$ cat config.mk
export PLATFORM = sky130hd
export DESIGN_NAME = alu_op_sequencer
export DESIGN_NICKNAME = d
export VERILOG_FILES = /design/src/rtl/alu_seq_pkg.sv /design/src/rtl/alu_op_decode.sv /design/src/rtl/alu_op_sequencer.sv
export SDC_FILE = /design/constraint.sdc
export NUM_CORES = 1
export LEC_CHECK = 0
export CAP_MARGIN = 5
export CORE_UTILIZATION = 40
export CTS_CLUSTER_SIZE = 24
export DETAILED_ROUTE_END_ITERATION = 10
export GPL_TIMING_DRIVEN = 0
export PLACE_DENSITY = 0.72
export SLEW_MARGIN = 20
export SYNTH_ARGS = -nofsm -noshare
export SYNTH_HDL_FRONTEND = slang
export SYNTH_SLANG_ARGS = --single-unit
$ cat constraint.sdc
create_clock -name clk -period 2.97 [get_ports clk]
set_input_delay 0.7425 -clock clk [delete_from_list [all_inputs] [get_ports clk]]
set_output_delay 0.7425 -clock clk [all_outputs]
set_load 0.02 [all_outputs]
$ cat src/rtl/alu_seq_pkg.sv
// Shared definitions for the ALU operation sequencer: FSM encoding,
// ALU input-select codes and the reserved reset opcode.
package alu_seq_pkg;

    typedef enum logic [2:0] {
        ST_IDLE = 3'd0,
        ST_LOAD = 3'd1,
        ST_WAIT = 3'd2,
        ST_CLR  = 3'd3,
        ST_RESP = 3'd4
    } seq_state_e;

    localparam logic [2:0] SEL_PERSIST = 3'b100;
    localparam logic [2:0] SEL_LOAD    = 3'b010;
    localparam logic [2:0] SEL_RESET   = 3'b001;

    localparam logic [2:0] OP_RESET = 3'd7;

endpackage

$ cat src/rtl/alu_op_decode.sv
// Maps a 3-bit opcode to the ALU's 7-bit one-hot operation select;
// op0 selects the MSB, and the reset opcode selects nothing.
module alu_op_decode
    import alu_seq_pkg::*;
(
    input  logic [2:0] op,
    output logic [6:0] one_hot
);

    // opcode to one-hot lookup
    always_comb begin
        one_hot = 7'b0000000;
        case (op)
            3'd0:     one_hot = 7'b1000000;
            3'd1:     one_hot = 7'b0100000;
            3'd2:     one_hot = 7'b0010000;
            3'd3:     one_hot = 7'b0001000;
            3'd4:     one_hot = 7'b0000100;
            3'd5:     one_hot = 7'b0000010;
            3'd6:     one_hot = 7'b0000001;
            OP_RESET: one_hot = 7'b0000000;
            default:  one_hot = 7'b0000000;
        endcase
    end

endmodule

$ cat src/rtl/alu_op_sequencer.sv
// Drives the `main` ALU through its load/persist/reset sequence for each
// accepted command and returns the result. Optional counters: ALU_SEQ_STATS_EN.
module alu_op_sequencer
    import alu_seq_pkg::*;
#(
    parameter int ALU_LATENCY = 1,
    parameter int WIDTH       = 8
) (
    input  logic             clk,
    input  logic             rst,
    input  logic             cmd_valid,
    output logic             cmd_ready,
    input  logic [WIDTH-1:0] cmd_a,
    input  logic [WIDTH-1:0] cmd_b,
    input  logic [2:0]       cmd_op,
    output logic             alu_on,
    output logic [2:0]       alu_in_sel,
    output logic [WIDTH-1:0] alu_num1,
    output logic [WIDTH-1:0] alu_num2,
    output logic [6:0]       alu_out_sel,
    input  logic [WIDTH-1:0] alu_out,
    input  logic [1:0]       alu_curr_state,
    output logic             rsp_valid,
    input  logic             rsp_ready,
    output logic [WIDTH-1:0] rsp_data,
    output logic [1:0]       rsp_state,
    output logic [2:0]       rsp_op
`ifdef ALU_SEQ_STATS_EN
    ,
    output logic [15:0]      stat_ops,
    output logic [15:0]      stat_resets
`endif
);

    localparam logic [3:0] LAT_INIT = 4'(ALU_LATENCY);

    seq_state_e state_r;
    seq_state_e next_state_s;
    logic [3:0] cnt_r;
    logic [2:0] op_r;
    logic [6:0] one_hot_s;
    logic       accept_s;
    logic       cnt_done_s;
    logic       rsp_hs_s;

    alu_op_decode u_decode (
        .op      (cmd_op),
        .one_hot (one_hot_s)
    );

    assign accept_s   = (state_r == ST_IDLE) && cmd_valid && cmd_ready;
    assign cnt_done_s = (state_r == ST_WAIT) && (cnt_r == 4'd1);
    assign rsp_hs_s   = (state_r == ST_RESP) && rsp_valid && rsp_ready;

    // FSM state register
    always_ff @(posedge clk or posedge rst) begin
        if (rst) begin
            state_r <= ST_IDLE;
        end else begin
            state_r <= next_state_s;
        end
    end

    // FSM next-state logic
    always_comb begin
        next_state_s = state_r;
        case (state_r)
            ST_IDLE: begin
                if (accept_s) begin
                    if (cmd_op == OP_RESET) begin
                        next_state_s = ST_CLR;
                    end else begin
                        next_state_s = ST_LOAD;
                    end
                end else begin
                    next_state_s = ST_IDLE;
                end
            end
            ST_LOAD: next_state_s = ST_WAIT;
            ST_WAIT: begin
                if (cnt_done_s) begin
                    next_state_s = ST_RESP;
                end else begin
                    next_state_s = ST_WAIT;
                end
            end
            ST_CLR:  next_state_s = ST_RESP;
            ST_RESP: begin
                if (rsp_ready) begin
                    next_state_s = ST_IDLE;
                end else begin
                    next_state_s = ST_RESP;
                end
            end
            default: next_state_s = ST_IDLE;
        endcase
    end

    // ALU control outputs, registered from the upcoming state so they line up with it
    always_ff @(posedge clk or posedge rst) begin
        if (rst) begin
            alu_on     <= 1'b0;
            cmd_ready  <= 1'b0;
            alu_in_sel <= SEL_RESET;
        end else begin
            alu_on    <= 1'b1;
            cmd_ready <= (next_state_s == ST_IDLE);
            case (next_state_s)
                ST_LOAD: alu_in_sel <= SEL_LOAD;
                ST_CLR:  alu_in_sel <= SEL_RESET;
                default: alu_in_sel <= SEL_PERSIST;
            endcase
        end
    end

    // operand capture at accept; presented to the ALU from LOAD onward
    always_ff @(posedge clk or posedge rst) begin
        if (rst) begin
            alu_num1    <= {WIDTH{1'b0}};
            alu_num2    <= {WIDTH{1'b0}};
            alu_out_sel <= 7'b0000000;
            op_r        <= 3'd0;
        end else if (accept_s) begin
            op_r <= cmd_op;
            if (cmd_op != OP_RESET) begin
                alu_num1    <= cmd_a;
                alu_num2    <= cmd_b;
                alu_out_sel <= one_hot_s;
            end
        end
    end

    // ALU latency counter
    always_ff @(posedge clk or posedge rst) begin
        if (rst) begin
            cnt_r <= 4'd0;
        end else if (state_r == ST_LOAD) begin
            cnt_r <= LAT_INIT;
        end else if (state_r == ST_WAIT) begin
            cnt_r <= cnt_r - 4'd1;
        end
    end

    // response capture and handshake
    always_ff @(posedge clk or posedge rst) begin
        if (rst) begin
            rsp_valid <= 1'b0;
            rsp_data  <= {WIDTH{1'b0}};
            rsp_state <= 2'd0;
            rsp_op    <= 3'd0;
        end else if (cnt_done_s) begin
            rsp_valid <= 1'b1;
            rsp_data  <= alu_out;
            rsp_state <= alu_curr_state;
            rsp_op    <= op_r;
        end else if (state_r == ST_CLR) begin
            rsp_valid <= 1'b1;
            rsp_data  <= {WIDTH{1'b0}};
            rsp_state <= alu_curr_state;
            rsp_op    <= op_r;
        end else if (rsp_hs_s) begin
            rsp_valid <= 1'b0;
        end
    end

`ifdef ALU_SEQ_STATS_EN
    // saturating completed-response counters, split by command kind
    always_ff @(posedge clk or posedge rst) begin
        if (rst) begin
            stat_ops    <= 16'd0;
            stat_resets <= 16'd0;
        end else if (rsp_hs_s) begin
            if (rsp_op == OP_RESET) begin
                if (stat_resets != 16'hFFFF) begin
                    stat_resets <= stat_resets + 16'd1;
                end
            end else begin
                if (stat_ops != 16'hFFFF) begin
                    stat_ops <= stat_ops + 16'd1;
                end
            end
        end
    end
`endif

endmodule

== Word level (Yosys, flattened, before mapping) ==
Memory sizes are Yosys's and may differ from the RTL's. A register that Yosys moved wholly into a read port is not among the register bits.
Index checks and enable logic that the tools add are counted.

* Input bits: 33
* Bits in registers: 45
* Output and inout port bits: 42
* Memories kept: 1
* Memory bits (read-only): 56
* Bits in writable memories: 0
* Latch bits: 0

{| class="wikitable"
|+ Memories
! name !! words !! width !! rd ports !! clocked after Yosys merged registers in !! write ports !! RTL line !! text
|-
| (no name shown) || 8 || 7 || 1 || 1 || 0 || alu_op_decode.sv:13 || <nowiki>case (op)</nowiki>
|}

* Shift operators: 0
* Reduce and logical (&&, ||, !) cells: 11
* Eq/ne operators: 9
* Multiply operators: 0
* Bitwise logic cells: 0
* Div/mod/pow operators: 0
* Magnitude comparators: 0
* Muxes and demuxes: 17
* Add/sub/neg operators: 1

{| class="wikitable"
|+ Operator list
! operator !! count
|-
| two-way mux 8 bit || 2
|-
| two-way mux 3 bit || 5
|-
| case mux 3 bit (5 select lines) || 1
|-
| == test 3 x 2 -> 1 bit, second input constant || 3
|-
| two-way mux 4 bit || 2
|-
| == test 3 x 1 -> 1 bit, second input constant || 2
|-
| == test 3 bit, second input constant || 2
|-
| zero test 3 bit || 2
|-
| two-way mux 2 bit || 3
|-
| case mux 3 bit (2 select lines) || 1
|-
| logical AND 1 bit || 5
|-
| == test 4 x 1 -> 1 bit, second input constant || 1
|-
| nonzero test 2 bit || 2
|-
| subtractor 4 x 1 -> 4 bit, second input constant || 1
|-
| two-way mux 1 bit || 3
|-
| inequality test 3 bit, second input constant || 1
|-
| nonzero test 3 bit || 1
|-
| AND reduction 2 bit || 1
|}

== Depth between registers and ports, before layout ==
* Depth after elaboration: 7
* Mapped depth: 6
* Mapped depth without buffers: 5

== Hierarchy ==
A second synthesis with hierarchy kept.

* Cells, all modules: 155
* Area total of the unflattened synthesis: 2209.6 µm²

{| class="wikitable"
|+ Modules (own cells, without submodules)
! module !! area each (µm²) !! cells each !! times used
|-
| alu_op_sequencer || 2152.1 || 148 || 1
|-
| alu_op_decode || 57.6 || 7 || 1
|}

== Worst setup path after synthesis ==
No wires, ideal clock.

* Path kind: input to register
* From: input port cmd_valid
* To: register alu_num1[0]
* Cell stages on the path: 6
* Setup slack: 1.207 ns
* Arrival time: 1.638 ns
* Required time: 2.845 ns
* Path through: and3b_1 -> buf_4 -> nand3_4 -> inv_4 -> buf_8 -> mux2_4

* Word-level cells in the longest chain between the ends: 3

{| class="wikitable"
|+ RTL lines
! what !! RTL line !! text
|-
| from (decl) || alu_op_sequencer.sv:11 || <nowiki>input logic cmd_valid,</nowiki>
|-
| logical AND 1 bit (2 in a row) || alu_op_sequencer.sv:51 || <nowiki>assign accept_s = (state_r == ST_IDLE) && cmd_valid && cmd_ready;</nowiki>
|-
| AND reduction 2 bit (no line) || - ||
|-
| to (signal assigned) || alu_op_sequencer.sv:119 || <nowiki>alu_num1 <= {WIDTH{1'b0}};</nowiki>
|-
| to (signal assigned) || alu_op_sequencer.sv:126 || <nowiki>alu_num1 <= cmd_a;</nowiki>
|-
| to (decl) || alu_op_sequencer.sv:18 || <nowiki>output logic [WIDTH-1:0] alu_num1,</nowiki>
|}

Every way passes these cells.
A chain may end at the register's enable or synchronous reset.

== Worst setup path after layout ==
* From: register alu_in_sel[0]
* To: output port alu_in_sel[0]

{| class="wikitable"
|+ RTL lines
! what !! RTL line !! text
|-
| from (decl) || alu_op_sequencer.sv:17 || <nowiki>output logic [2:0] alu_in_sel,</nowiki>
|-
| from (signal assigned) || alu_op_sequencer.sv:104 || <nowiki>alu_in_sel <= SEL_RESET;</nowiki>
|-
| from (signal assigned) || alu_op_sequencer.sv:109 || <nowiki>ST_LOAD: alu_in_sel <= SEL_LOAD;</nowiki>
|-
| from (signal assigned) || alu_op_sequencer.sv:110 || <nowiki>ST_CLR: alu_in_sel <= SEL_RESET;</nowiki>
|}

No word-level cell between the ends.

==> metrics.md <==
| Metric | Value |
|---|---|
| Share of cells above drive strength 1 | `0.2024` |
| Worst r2r src | `cnt_r[1]` |
| # Post-CTS Setup Buffers | `0` |
| Capturing point of the worst reg2reg path | `rsp_data[1]` |
| DR vias/cell | `4.941` |
| Core Area | `0.005205 mm^2` |
| Part of the cycle the worst path needs | `0.7214` |
| Most numerous cell in the Yosys netlist | `dfrtp_1` |
| Worst hold margin | `505.1 ps` |
| Largest family of logic cells by synthesized area | `multiplexers` |
| Combinational share of power | `0.520` |
| Syn avg cell area | `13.01 um^2` |
| Syn_nets | `205` |
| Clock power frac | `0.117` |
| H-Tree Depth | `2` |
| CP Max Fanout | `1` |
| Initial antenna violation count | `0` |
| Gpl congestion | `0.8463` |
| Largest net degree at the start of global routing | `33` |
| Ant diodes | `0` |
| Fmax | `466.7 MHz` |
| IO Pins | `75` |
| Global-route wire length before repair | `7824 um` |
| Register bit count reported by yosys | `52` |
| Final wirelength | `4567 um` |
| Post-synth top cells | `dfrtp_1 (51), mux2_2 (14), a22o_1 (11)` |
| PwrDens | `roughly 1100 mW/mm^2` |
| Drt drc | `0` |
| Max cap viols | `0` |
| Pre-CTS setup slack | `609.0 ps` |
| CTS resizes | `0` |
| Clk buf depth | `2` |
| CTS root buf | `clkbuf_8` |
| Worst path max stage delay | `590 ps` |
| Worst setup margin | `827.5 ps` |
| Vias in the first global route | `1632` |
| Hold Path Class | `reg -> reg` |
| Critical path class | `reg -> out` |
| Chip height | `76.35 um` |
| Area leader, netlist | `dfrtp_1` |
| Most used DFF post-synth | `dfrtp_1` |
| Critical path, cell by cell | `clkdlybuf4s50_1` |
| Worst R2R Path Depth | `6` |
| Starting Density | `0.4248` |
| Min cycle time layout | `approximately 2100 ps` |
| Status | `finished, final reports clean` |
| Cell variety after synth | `43` |
| CP arrival | `1400 ps` |
| Worst Path Required | `approximately 2200 ps` |
| Drt wl/cell | `14.18 um` |
| Slowest-stage cell, CP | `clkdlybuf4s50_1` |
| Family with the most delay on the worst path | `buffers and inverters` |
| Clock-pin slew on the worst setup and hold paths | `~90 ps` |
| First drt pass iteration count | `4` |
| Sink Count | `52` |
| Compound-Gate Fraction of Synth Area | `0.1268` |
| Antenna Nets Post-Route | `0` |
| Final hold violations | `0` |
| Syn-to-layout area delta | `41.88%` |
| Worst Setup EP | `alu_in_sel[0]` |
| Cts bufs inserted | `5` |
| GRT Resource Usage Total | `0.1711` |
| XOR/XNOR Fraction of Synth Area | `0` |
| GRT Residual Overflow | `0` |
| Sequential share of the synthesized area | `0.5891` |
| Post-synthesis adder-cell area fraction | `0.01132` |
| Port Buffer Count | `73` |
| Worst-Skew Late Latency | `290 ps` |
| Synth Area in Simple Gates | `0.09281` |
| RSZ-0062 raised after global routing | `no` |
| Hold Path Origin | `alu_out_sel[6]` |
| Area contributors post-synth | `dfrtp_1 (58%), mux2_2 (7.1%), mux2_4 (6.1%), a22o_1 (4.4%), a21oi_1 (1.8%)` |
| CTS tree | `done` |
| # setup viols final | `0` |
| NetSw | `approximately 1200 uW` |
| Sw Share | `0.3662` |
| Crit. End Element | `output pin` |
| # nets final | `286` |
| EDFF count, synth | `0` |
| Design Power | `3313 uW` |
| Int Power | `2100 uW` |
| Leakage | `roughly 0.0014 uW` |
| R2R setup slack | `1200 ps` |
| Die footprint | `0.005829 mm^2` |
| Post-synthesis mux area share | `0.1324` |
| Top cell type's share of synthesized area | `0.5772` |
| DR vias | `1591` |
| Hold Buf Count CTS | `0` |
| Synthesized cell area | `roughly 0.0022 mm^2` |
| Worst setup SP type | `flip-flop` |
| Worst Setup SP | `alu_in_sel[0]` |
| Drt initial violations | `47` |
| Maximum vdd drop | `about 0.47 mV` |
| Synthesized instance count | `170` |
| Die X | `76.35 um` |
| Synth warnings | `0` |
| Worst Skew | `6.604 ps` |
| Async S/R FF share, synth | `1.000` |
| Worst path bufs/invs | `1` |
| Fin util | `0.6026` |
| Worst path depth | `1` |
| Cell Rows | `26` |
| Post-detail-place hpwl | `3275 um` |
| Sequential Power Share | `0.363` |
| Slew Limit Fails | `0` |
[area by class of cell]
| class | count | area (um^2) |
|---|---|---|
| sequential | 52 | 1303 |
| timing repair buffer | 74 | 750.7 |
| fill | 419 | 2068 |
| tap | 70 | 87.58 |
| clock inverter | 3 | 18.77 |
| multi-input combinational | 98 | 807.0 |
| inverter | 10 | 40.04 |
| buffer | 10 | 61.31 |
| clock buffer | 5 | 68.82 |
[routing by layer]
layer	vias up	wire [um]	global-route usage
li1	766	-	-
met1	776	2181	0.2313
met2	47	2122	0.2649
met3	2	221	0.04790
met4	0	41	0.05769
met5	-	0	0
[state kept, by name, summed over array words and instances, names as in the netlist]
register	flops
alu_in_sel	3
alu_num1	8
alu_num2	8
alu_on	1
alu_out_sel	7
cmd_ready	1
cnt_r	4
op_r	3
rsp_data	8
rsp_op	3
rsp_state	2
rsp_valid	1
state_r	3
[worst min-delay path by stage]
stage	slack, ps	to	depth (start not counted)
after floorplan	470	op_r[2]	2
after global placement	490	rsp_op[1]	1
after detailed placement	490	alu_out_sel[6]	1
after CTS	510	alu_out_sel[6]	1
after global routing	530	rsp_state[0]	1
final	510	alu_out_sel[6]	1
[cell usage in the layout, fill, tap and decap left out, drive strengths merged, types with 3 or more instances in the layout]
cell type and n:
clkdlybuf4s50 73, nor2 6, nand3 4, mux2 23, o22ai 3, inv 10
a21oi 8, a22o 11, nor3 4, nand2 10, buf 9, dfrtp 51
clkbuf 7, clkinv 3, o21ai 6
[power groups by stage]
stage	combinational (uW)	clock [uW]	sequential (uW)
6_report	1720	389	1200
5_1_grt	1850	442	1250
4_1_cts	1740	411	1200
3_5_place_dp	1740	0	1210
3_3_place_gp	1720	0	1210
2_1_floorplan	715	0	1520
[per-stage QoR]
stage	cell area, um^2	TNS (ps)	std cells
detailed placement	3049	0	314
floorplan	2211	0	170
global route	3137	0	322
CTS	3137	0	322
finish	3137	0	322
global placement	3029	-3198	313
[cells by family after synthesis]
| group | after synthesis |
|---|---|
| flops | 52 |
| compound gates | 39 |
| simple gates | 33 |
| mux | 23 |
| buf+inv | 20 |
| fa+ha+maj | 2 |
| other cells | 1 |
No activity file was read; power rests on OpenSTA's default activity.
==> edit 1: new RTL, config.mk and constraints unchanged <==
Encoding of `seq_state_e`: now Gray code (3 bits for 5 states).
--- a/src/rtl/alu_seq_pkg.sv
+++ b/src/rtl/alu_seq_pkg.sv
@@ -3,11 +3,11 @@
 package alu_seq_pkg;
 
     typedef enum logic [2:0] {
-        ST_IDLE = 3'd0,
-        ST_LOAD = 3'd1,
-        ST_WAIT = 3'd2,
-        ST_CLR  = 3'd3,
-        ST_RESP = 3'd4
+        ST_IDLE = 3'b000,
+        ST_LOAD = 3'b001,
+        ST_WAIT = 3'b011,
+        ST_CLR  = 3'b010,
+        ST_RESP = 3'b110
     } seq_state_e;
 
     localparam logic [2:0] SEL_PERSIST = 3'b100;
Check against the original RTL: no difference found for any inputs over 10 cycles, from zero or initial values and one cycle with rst high; not proved beyond that.
==> edit 1 against the unedited design <==
- utilization down 0.24 points
- synthesized area is 0.68% lower
- wire length rose by 2.0%
- clock power up 5%
- worst setup slack worse by 0.0064 ns
- global-route usage is 0.86 points higher
- clock skew decreased by 0.0027 ns
- via count rose by 6.9%
- final area shrank 0.40%
- total power down 8.0%
- combinational power fell by 14%
- sequential cell count stayed put
==> edit 1: results (changes against the unedited design) <==
| Metric | Value |
|---|---|
| Status | completed (unchanged) |
| Ratio of cells with drive above 1 in the final layout | 16.9% (was 20.2%) |
| Cts bufs inserted | 5 (unchanged) |
| Fin cells | 337 (was 322) |
| WL met2 | 2.26 mm (was 2.12 mm) |
| Nets | 301 (was 286) |
| Post-Syn Nets | 220 (was 205) |
| Avg WL per Cell | 13.8 um (was 14.2 um) |
| Dpl cells | 329 (was 314) |
| Pin count of the biggest net entering global routing | 35 (was 33) |
| Post-DP HPWL | 3.31 mm (was 3.28 mm) |
| Grt met2 use | 29.7% (was 26.5%) |
| Met3 Usage GRT | 6.95% (was 4.79%) |
| Post-Route M1 WL | 1.99 mm (was 2.18 mm) |
| Number of global-route vias before repair | 1839 (was 1632) |
| Synth cell count leaders | 51 x dfrtp_1, 25 x nand3_1, 23 x mux2_2, 15 x nand2_1, 8 x o21ai_0 (was 51 x dfrtp_1, 14 x mux2_2, 11 x a22o_1) |
| DRT iter0 DRCs | 79 (was 47) |
| GR Util All Layers | 18.0% (was 17.1%) |
| Seq/Total Area, Yosys | 59.3% (was 58.9%) |
| Final Wtd Congestion | 0.750 (was 0.846) |
| Met1 global-route usage | 21.6% (was 23.1%) |
| Inserted Diodes | 0 (unchanged) |
| Via Count | 1701 (was 1591) |
| Netlist cell types | 38 (was 43) |
| Synth area leaders | dfrtp_1 58%, mux2_2 12%, nand3_1 5.7% (was dfrtp_1 58%, mux2_2 7.1%, mux2_4 6.1%) |
| First-pass GRT wire length | 8.25 mm (was 7.82 mm) |
[edit 1: cell families (layout without fill, tap and decap cells)]
logic type                 count (synthesis)  after routing  share of synthesized area (%)
and+or+nand+nor                           61             61                           14.6
DFF                                       52             52                           59.3
AOI/OAI and AO/OA                         28             28                           8.89
muxes                                     24             24                           12.3
buffers and inverters                     17             99                           3.65
adders and majority gates                  2              2                           1.14
other                                      1              1                          0.171
[edit 1: final cells by class]
| type | instances | area, um2 |
|---|---|---|
| plain buffers | 9 | 50.0 |
| clock buffers | 8 | 90.1 |
| flip-flops and latches | 52 | 1300 |
| repair buffers | 74 | 751 |
| fillers | 471 | 2080 |
| multi-input cells | 116 | 813 |
| well taps | 70 | 87.6 |
| inverters | 8 | 30.0 |
[edit 1: worst paths after layout]
| check | start | to | slack [ns] | cells past startpoint |
|---|---|---|---|---|
| max in group asynchronous | rst | alu_in_sel[0]$_DFF_PP1_ | 1.59 | 3 |
| setup reg to reg | cnt_r[1]$_DFFE_PP0P_ | rsp_op[0]$_DFFE_PP0P_ | 1.11 | 6 |
| setup / recovery | alu_in_sel[0]$_DFF_PP1_ | alu_in_sel[0] | 0.82 | 1 |
| hold / removal | alu_out_sel[5]$_DFFE_PP0N_ | alu_out_sel[5]$_DFFE_PP0N_ | 0.50 | 1 |
| min in group asynchronous | rst | rsp_data[3]$_DFFE_PP0P_ | 0.79 | 2 |
| hold reg to reg | alu_out_sel[5]$_DFFE_PP0N_ | alu_out_sel[5]$_DFFE_PP0N_ | 0.50 | 1 |
[edit 1: where the power goes]
group          switching [mW]  internal, mW  leakage, nW
registers               0.168         0.991        0.644
logic                   0.724         0.758        0.670
clock network           0.216         0.190       0.0455
total                    1.11          1.94         1.36
==> edit 2: new RTL, same settings <==
Made on the original files. Change the parameter `WIDTH` from 8 to 10.
--- a/src/rtl/alu_op_sequencer.sv
+++ b/src/rtl/alu_op_sequencer.sv
@@ -4,7 +4,7 @@
     import alu_seq_pkg::*;
 #(
     parameter int ALU_LATENCY = 1,
-    parameter int WIDTH       = 8
+    parameter int WIDTH       = 10
 ) (
     input  logic             clk,
     input  logic             rst,
Ports: changed (6 resized); port bits go from 75 to 87. The function was not compared with the original's and may differ.
==> edit 2 against the unedited design <==
- highest routed layer unchanged
- non-clock buffer count up 10
- synthesized area up 10%
- sequential cell count up 6
- wire length up 9.3%
- cell count up 8.7%
- largest power group unchanged
- global-route usage down 0.21 points
- final area up 14%
- worst setup slack worse by 0.023 ns
- total power up 21%
- via count up 10%
==> edit 2: results (changes against the unedited design) <==
| Metric | Value |
|---|---|
| Antenna violations before repair | 0 (unchanged) |
| Avg WL per Cell | 14.3 um (was 14.2 um) |
| Seq/Total Area, Yosys | 59.7% (was 58.9%) |
| Netlist cell types | 43 (unchanged) |
| Pin count of the biggest net entering global routing | 59 (was 33) |
| Startpoint of the worst register-to-register path | cnt_r[1]$_DFFE_PP0P_ (unchanged) |
| Post-DP HPWL | 3.49 mm (was 3.28 mm) |
| Clock transition at the registers of the reported paths | 0.06 ns (was 0.09 ns) |
| # resized after CTS | 0 (unchanged) |
| Synth area leaders | dfrtp_1 59%, mux2_4 12%, a22o_1 4.3% (was dfrtp_1 58%, mux2_2 7.1%, mux2_4 6.1%) |
| CP peak stage delay | 0.59 ns (about the same) |
| Drt pass-1 iters | 5 (was 4) |
| LEAKAGE | 1.56 nW (was 1.37 nW) |
| Post-Syn Nets | 215 (was 205) |
| End of the critical path | alu_in_sel[0] (unchanged) |
| Clk_lat worst skew | 0.32 ns (was 0.29 ns) |
| Ratio of cells with drive above 1 in the final layout | 22.5% (was 20.2%) |
| Via Count | 1750 (was 1591) |
| Top Registers | alu_num1 x10, alu_num2 x10, rsp_data x10 (was alu_num1 x8, alu_num2 x8, rsp_data x8) |
| Dpl ws | 0.613 ns (was 0.609 ns) |
| Final Wtd Congestion | 0.812 (was 0.846) |
| Clock Skew | 0.00946 ns (was 0.00660 ns) |
| Hold Path Class | flop to flop (unchanged) |
| Inserted Diodes | 0 (unchanged) |
| Synth cell count leaders | 57 x dfrtp_1, 19 x mux2_4, 12 x a22o_1, 9 x inv_1, 9 x mux2_2 (was 51 x dfrtp_1, 14 x mux2_2, 11 x a22o_1) |
| Slowest cell on the critical path | clkdlybuf4s50_1 (unchanged) |
| Peak Freq | 0.462 GHz (was 0.467 GHz) |
| R2r worst-path depth | 6 (unchanged) |
| Fillcell total | 502 (was 419) |
| Reg2reg setup slack | 1.12 ns (was 1.20 ns) |
| Nets | 311 (was 286) |
| Main synth FF type | dfrtp_1 (unchanged) |
| Synth warn | 0 (unchanged) |
| Hold path startpoint | alu_out_sel[4]$_DFFE_PP0P_ (was alu_out_sel[6]$_DFFE_PP0P_) |
| Min-Delay Endpoint | alu_out_sel[4]$_DFFE_PP0P_ (was alu_out_sel[6]$_DFFE_PP0P_) |
| Cts bufs inserted | 9 (was 5) |
| GR Util All Layers | 16.9% (was 17.1%) |
| Worst r2r dst | rsp_data[4]$_DFFE_PP0P_ (was rsp_data[1]$_DFFE_PP0P_) |
| VDD IR max | 0.490 mV (was 0.467 mV) |
| First-pass GRT wire length | 8.11 mm (was 7.82 mm) |
| DRT iter0 DRCs | 60 (was 47) |
| Status | completed (unchanged) |
| Hold Worst Slack | 0.490 ns (was 0.505 ns) |
| PortBufs | 85 (was 73) |
| Async SR Flop Fraction | 100% (unchanged) |
| H-tree Lvls | 3 (was 2) |
edit 2: cell type report:
cell class,count,area share (%)
Multi-Input combinational cell,96,24.1
Inverter,11,1.30
Clock inverter,2,0.351
Buffer,9,2.24
Sequential cell,58,40.7
Timing Repair Buffer,85,23.9
Clock buffer,14,4.84
Tap cell,75,2.63
edit 2: routing by layer:
layer,wire [um],vias up,part of all wire [%],global-route usage [%]
met5,0,-,0,0
met3,513,11,10,6.97
met1,2190,836,44,20.1
met4,93,0,1.9,8.93
met2,2190,86,44,26.0
li1,-,817,-,-
edit 2: metrics by stage:
step                      power [mW]  cell area (um2)  cells
after detailed placement        3.35             3380    334
after global placement          3.31             3380    334
after CTS                       4.04             3570    350
after floorplan                 2.54             2430    174
after global routing            4.25             3570    350
final                           4.00             3570    350
edit 2: power breakdown:
| part | switching [mW] | total (mW) | internal, mW |
|---|---|---|---|
| clock network | 0.293 | 0.663 | 0.371 |
| registers | 0.187 | 1.34 | 1.15 |
| logic | 0.916 | 2.00 | 1.08 |
| total | 1.40 | 4.00 | 2.60 |
edit 2: logic make-up after synthesis:
kind of cell	Yosys count	share of synthesized area (%)
flip-flops	58	59.7
AO/OA/AOI/OAI	37	11.5
multiplexers	28	15.9
AND/OR/NAND/NOR	28	6.73
buffers and inverters	20	5.09
adder cells (fa/ha/maj)	2	1.03
other	1	0.154
